==> config.mk <==
export PLATFORM = sky130hd
export DESIGN_NAME = alu_arbiter
export DESIGN_NICKNAME = d
export VERILOG_FILES = /design/src/rtl/alu_pkg.sv /design/src/rtl/alu.sv /design/src/rtl/alu_arbiter.sv
export SDC_FILE = /design/constraint.sdc
export NUM_CORES = 1
export LEC_CHECK = 0
export ABC_AREA = 0
export CORE_MARGIN = 1
export CORE_UTILIZATION = 25
export DETAILED_ROUTE_END_ITERATION = 8
export PLACE_DENSITY = 0.5
export SLEW_MARGIN = 20
export SYNTH_ARGS = -nofsm -noshare
export SYNTH_HDL_FRONTEND = slang
export SYNTH_HIERARCHICAL = 1
export SYNTH_SLANG_ARGS = --single-unit
==> constraint.sdc <==
create_clock -name clk -period 4.85 [get_ports clk]
set_clock_uncertainty 0.05 [all_clocks]
set_input_delay 0.97 -clock clk [delete_from_list [all_inputs] [get_ports clk]]
set_output_delay 0.97 -clock clk [all_outputs]
set_load 0.01 [all_outputs]
==> src/rtl/alu_pkg.sv <==
// alu_pkg: shared definitions for the ALU and the two-port ALU arbiter.
//   - ALU control codes (3-bit)
//   - Arbiter state encoding
package alu_pkg;

    localparam logic [2:0] ALU_AND = 3'b000;
    localparam logic [2:0] ALU_OR  = 3'b001;
    localparam logic [2:0] ALU_ADD = 3'b010;
    localparam logic [2:0] ALU_SUB = 3'b110;
    localparam logic [2:0] ALU_SLT = 3'b111;

    typedef enum logic [1:0] {
        IDLE = 2'd0,
        EXEC = 2'd1,
        RESP = 2'd2
    } arb_state_t;

endpackage

==> src/rtl/alu.sv <==
// alu: purely combinational ALU.
// Ports:
//   a, b    in  WIDTH   operands
//   ctrl    in  CTRL_W  operation code (see alu_pkg)
//   result  out WIDTH   operation result, wraps modulo 2^WIDTH
//   zero    out 1       result == 0
// Codes not listed in alu_pkg produce 0.
module alu
    import alu_pkg::*;
#(
    parameter int WIDTH  = 32,
    parameter int CTRL_W = 3
) (
    input  logic [WIDTH-1:0]  a,
    input  logic [WIDTH-1:0]  b,
    input  logic [CTRL_W-1:0] ctrl,
    output logic [WIDTH-1:0]  result,
    output logic              zero
);

    always_comb begin
        result = '0;
        case (ctrl)
            ALU_ADD: result = a + b;
            ALU_SUB: result = a - b;
            ALU_AND: result = a & b;
            ALU_OR:  result = a | b;
            ALU_SLT: result = {{(WIDTH-1){1'b0}}, ($signed(a) < $signed(b))};
            default: result = '0;
        endcase
    end

    assign zero = (result == '0);

endmodule

==> src/rtl/alu_arbiter.sv <==
// alu_arbiter: shares one ALU between two requesters with round-robin
// arbitration and a single operation in flight.
// Ports:
//   clk, reset               clock (rising edge), asynchronous active-high reset
//   reqN_valid/ready         request handshake for port N (ready combinational)
//   reqN_a, reqN_b, reqN_ctrl operands and ALU code for port N
//   rspN_valid/ready         response handshake for port N (valid registered)
//   rspN_result, rspN_zero   registered result and zero flag
//   busy                     an operation is held (state != IDLE)
module alu_arbiter
    import alu_pkg::*;
#(
    parameter int WIDTH  = 32,
    parameter int CTRL_W = 3
) (
    input  logic              clk,
    input  logic              reset,
    input  logic              req0_valid,
    output logic              req0_ready,
    input  logic [WIDTH-1:0]  req0_a,
    input  logic [WIDTH-1:0]  req0_b,
    input  logic [CTRL_W-1:0] req0_ctrl,
    output logic              rsp0_valid,
    input  logic              rsp0_ready,
    output logic [WIDTH-1:0]  rsp0_result,
    output logic              rsp0_zero,
    input  logic              req1_valid,
    output logic              req1_ready,
    input  logic [WIDTH-1:0]  req1_a,
    input  logic [WIDTH-1:0]  req1_b,
    input  logic [CTRL_W-1:0] req1_ctrl,
    output logic              rsp1_valid,
    input  logic              rsp1_ready,
    output logic [WIDTH-1:0]  rsp1_result,
    output logic              rsp1_zero,
    output logic              busy
);

    arb_state_t        state_reg;
    logic              last_grant_reg;
    logic              owner_reg;
    logic [WIDTH-1:0]  a_reg;
    logic [WIDTH-1:0]  b_reg;
    logic [CTRL_W-1:0] ctrl_reg;
    logic [WIDTH-1:0]  result_reg;
    logic              zero_reg;
    logic [1:0]        rsp_valid_reg;

    logic [1:0]        req_valid;
    logic [1:0]        rsp_ready;
    logic [1:0]        grant;
    logic [WIDTH-1:0]  alu_result;
    logic              alu_zero;

    assign req_valid = {req1_valid, req0_valid};
    assign rsp_ready = {rsp1_ready, rsp0_ready};

    // Round-robin: a lone requester wins; on a contest the port that was
    // not granted last time wins. At most one grant bit is ever set.
    generate
        for (genvar gi = 0; gi < 2; gi++) begin : g_grant
            assign grant[gi] = req_valid[gi] &&
                               (!req_valid[1-gi] || (last_grant_reg != 1'(gi)));
        end
    endgenerate

    // Ready only exists in IDLE; masked during reset so it reads 0 there.
    assign req0_ready = (state_reg == IDLE) && !reset && grant[0];
    assign req1_ready = (state_reg == IDLE) && !reset && grant[1];

    // The ALU only ever sees the latched operands.
    alu #(
        .WIDTH (WIDTH),
        .CTRL_W(CTRL_W)
    ) u_alu (
        .a     (a_reg),
        .b     (b_reg),
        .ctrl  (ctrl_reg),
        .result(alu_result),
        .zero  (alu_zero)
    );

    always_ff @(posedge clk or posedge reset) begin
        if (reset) begin
            state_reg      <= IDLE;
            last_grant_reg <= 1'b1;
            owner_reg      <= 1'b0;
            a_reg          <= '0;
            b_reg          <= '0;
            ctrl_reg       <= '0;
            result_reg     <= '0;
            zero_reg       <= 1'b0;
            rsp_valid_reg  <= '0;
        end else begin
            case (state_reg)
                IDLE: begin
                    if (|grant) begin
                        a_reg          <= grant[1] ? req1_a    : req0_a;
                        b_reg          <= grant[1] ? req1_b    : req0_b;
                        ctrl_reg       <= grant[1] ? req1_ctrl : req0_ctrl;
                        owner_reg      <= grant[1];
                        last_grant_reg <= grant[1];
                        state_reg      <= EXEC;
                    end
                end
                EXEC: begin
                    result_reg               <= alu_result;
                    zero_reg                 <= alu_zero;
                    rsp_valid_reg[owner_reg] <= 1'b1;
                    state_reg                <= RESP;
                end
                RESP: begin
                    // Only the owner's ready can release the response.
                    if (rsp_ready[owner_reg]) begin
                        rsp_valid_reg <= '0;
                        state_reg     <= IDLE;
                    end
                end
                default: begin
                    rsp_valid_reg <= '0;
                    state_reg     <= IDLE;
                end
            endcase
        end
    end

    assign rsp0_valid  = rsp_valid_reg[0];
    assign rsp1_valid  = rsp_valid_reg[1];
    assign rsp0_result = result_reg;
    assign rsp1_result = result_reg;
    assign rsp0_zero   = zero_reg;
    assign rsp1_zero   = zero_reg;
    assign busy        = (state_reg != IDLE);

endmodule

==> results.yml <==
clock_tree:
  cts-root-buf: "clkbuf_16"
  clock_sinks: 106
  cts_setup_buffers: 0
  clk_latency_ps: 380
  htreeDepth: 3
  cts_buffers: 9
  cts_tree: "built"
  clk_path_buf_depth: 2
  holdBufCountCts: 0
  ctsResizeCount: 0
  clk_pin_slew_ps: 80
critical_path:
  path_cells: "ha_1 -> fa_1 -> a21o_1 -> a211oi_1 -> a21oi_1 -> xnor2_1 -> o22ai_1 -> or4_1 -> or3_1 -> nor4_1 -> nand4bb_1 -> or4_1 -> nor4_2 -> mux2_2"
  critPathMaxStageDelay_ps: 580
  crit_family: "simple AND/OR/NAND/NOR gates"
  path_max_fanout: 4
  path_class: "reg -> reg"
  cpMostUsedCell: "or4_1"
  required_ps: 5110
  cp_slowest_cell: "or4_1"
  worst-path-buf-inv: 0
  arrival_ps: 4750
  worst_setup_path_end_kind: "flop"
  startpoint_type: "flop"
synthesis:
  synth_edf_count: 0
  ys_types: 74
  post_synth_instance_area_um2: 10300
  ys_ff_latch: 106
  avgSynthCellArea_um2: 9.03
  syn_nets: 1391
  synthArstFlopShare: 1.00
  yosysWarnings: 6
  ys_seq_area_frac: 0.258
  syn_inst: 1140
  synth_ff_type: "dfrtp_1"
die:
  coreArea_um2: 40200
  die_x_um: 205
  io_pins: 211
  die_h_um: 205
  die_area_um2: 42000
  start_util: 0.256
  rows: 73
timing:
  worst_pin_slew_ps: 996
  fin_setup_tns_ps: 0
  slew_violations: 0
  rsz0062_at_grt: "no"
  post-route-min-period_ps: 4490
  fin_crit_sh: 0.925
  fmax_mhz: 223
  setup_viol: 0
  finalHoldViolCount: 0
  maxSlewHeadroom: 0.336
outcome:
  status: "finished clean"
route:
  via_count: 8742
  drc: 0
  drtIter0Drc: 586
  finalWirelength_mm: 32.3
  avgRoutedWirePerCell_um: 17.7
  firstDrtPassIters: 5
  viasPerCell: 4.80
  ant_nets: 0
global_routing:
  grt_pass1_wl_mm: 49.6
  grt_pass1_vias: 8623
  antenna_found_initial: 0
  track_usage: 0.153
  gr-total-overflow: 0
  grt_start_max_net_pins: 69
pwr:
  ir_drop_mv: 0.305
  power_w: 0.0107
  p_leak_nw: 5.67
  p_per_area_nw_per_um2: 819
place:
  gp_congestion: 0.917
  io_buffers: 210
  dpl.hpwl_mm: 25.6
final_layout:
  layout_commonest_cell: "clkdlybuf4s50_1"
  diodes: 0
  fin_nets: 1544
  final_layout_size_suffix_gt1_frac: 0.182
  mostFrequentLayoutCells: "210 x clkdlybuf4s50_1, 154 x mux2_2, 109 x ha_1"
  area.growth.synth_to_final_pct: 26.8
flow_run:
  drv_cap: 0
min_path:
  hold_class: "reg -> reg"
final timing paths:
| check | start | slack [ps] | endpoint | cells past startpoint |
|---|---|---|---|---|
| setup / recovery | b_reg[0]$_DFFE_PP0P_ | 360 | rsp0_zero$_DFFE_PP0P_ | 14 |
| hold / removal | rsp_valid_reg[0]$_DFFE_PP0P_ | 470 | rsp_valid_reg[0]$_DFFE_PP0P_ | 1 |
| setup reg to reg | b_reg[0]$_DFFE_PP0P_ | 360 | rsp0_zero$_DFFE_PP0P_ | 14 |
| hold reg to reg | rsp_valid_reg[0]$_DFFE_PP0P_ | 470 | rsp_valid_reg[0]$_DFFE_PP0P_ | 1 |
| max in group asynchronous | reset | 2980 | a_reg[21]$_DFFE_PP0P_ | 3 |
| min in group asynchronous | reset | 990 | rsp0_result[18]$_DFFE_PP0P_ | 2 |
cells in the mapped netlist (7+ instances only):
cell type | number | area, um2
a211oi_1 | 14 | 105
a21o_1 | 20 | 150
a21oi_1 | 74 | 370
a31oi_1 | 11 | 68.8
buf_2 | 21 | 105
buf_4 | 34 | 255
clkbuf_1 | 28 | 105
dfrtp_1 | 105 | 2630
ha_1 | 109 | 1360
inv_1 | 103 | 387
mux2_2 | 154 | 1730
mux2_4 | 16 | 240
mux2i_1 | 17 | 170
nand2_1 | 73 | 274
nand2b_1 | 10 | 62.6
nand3_1 | 22 | 110
nand4_1 | 7 | 43.8
nor2_1 | 66 | 248
nor2b_1 | 9 | 56.3
nor3_1 | 14 | 70.1
nor4_1 | 11 | 68.8
o21ai_0 | 55 | 275
o22ai_1 | 20 | 125
o31ai_1 | 9 | 67.6
or4_1 | 7 | 52.6
xnor2_1 | 19 | 166
logic make-up (layout without fill, tap and decap cells):
group	after synthesis	in the layout	share of synthesized area
AO/OA/AOI/OAI	270	270	0.171
XOR/XNOR	22	22	0.0187
adder cells (fa/ha/maj)	111	111	0.136
buffers and inverters	197	355	0.0905
flip-flops	106	106	0.258
multiplexers	187	187	0.208
AND/OR/NAND/NOR	247	247	0.117
per-layer routing:
layer,up-vias,global-route usage,wire length (um)
li1,4314,-,-
met1,4159,0.214,15800
met2,249,0.248,14400
met3,20,0.0235,1750
met4,0,0.0320,325
met5,-,0,0
metrics by stage:
stage                     setup slack (ps)   util  hold WS, ps  instance area (um2)  std cells
final                                  363  0.325          473                13000       1823
after CTS                              365  0.324          463                13000       1822
after global routing                  12.3  0.325          496                13000       1823
after detailed placement               396  0.317          442                12700       1806
after global placement                 432  0.317          437                12700       1806
after floorplan                        962      -          439                10300       1140
power by group:
part           internal [W]  total [W]  switching (W)
combinational       0.00348    0.00813        0.00464
clock              0.000365   0.000763       0.000399
sequential          0.00132    0.00180       0.000481
total               0.00517     0.0107        0.00552
final cells by class:
| cell class | count | area [um2] |
|---|---|---|
| repair buffers | 236 | 2320 |
| clock inverters | 7 | 72.6 |
| fillers | 4229 | 27100 |
| multi-input cells | 837 | 6730 |
| well taps | 525 | 657 |
| flip-flops and latches | 106 | 2660 |
| clock buffers | 9 | 225 |
| inverters | 103 | 389 |
worst reg2reg max path: stages (launching register included):
cell and delay, ps:
dfrtp_1 420, ha_1 240, fa_1 400, a21o_1 190, a211oi_1 250, a21oi_1 90
xnor2_1 180, o22ai_1 130, or4_1 580, or3_1 340, nor4_1 370, nand4bb_1 240
or4_1 520, nor4_2 260, mux2_2 170
No activity file was read; power rests on OpenSTA's default activity.
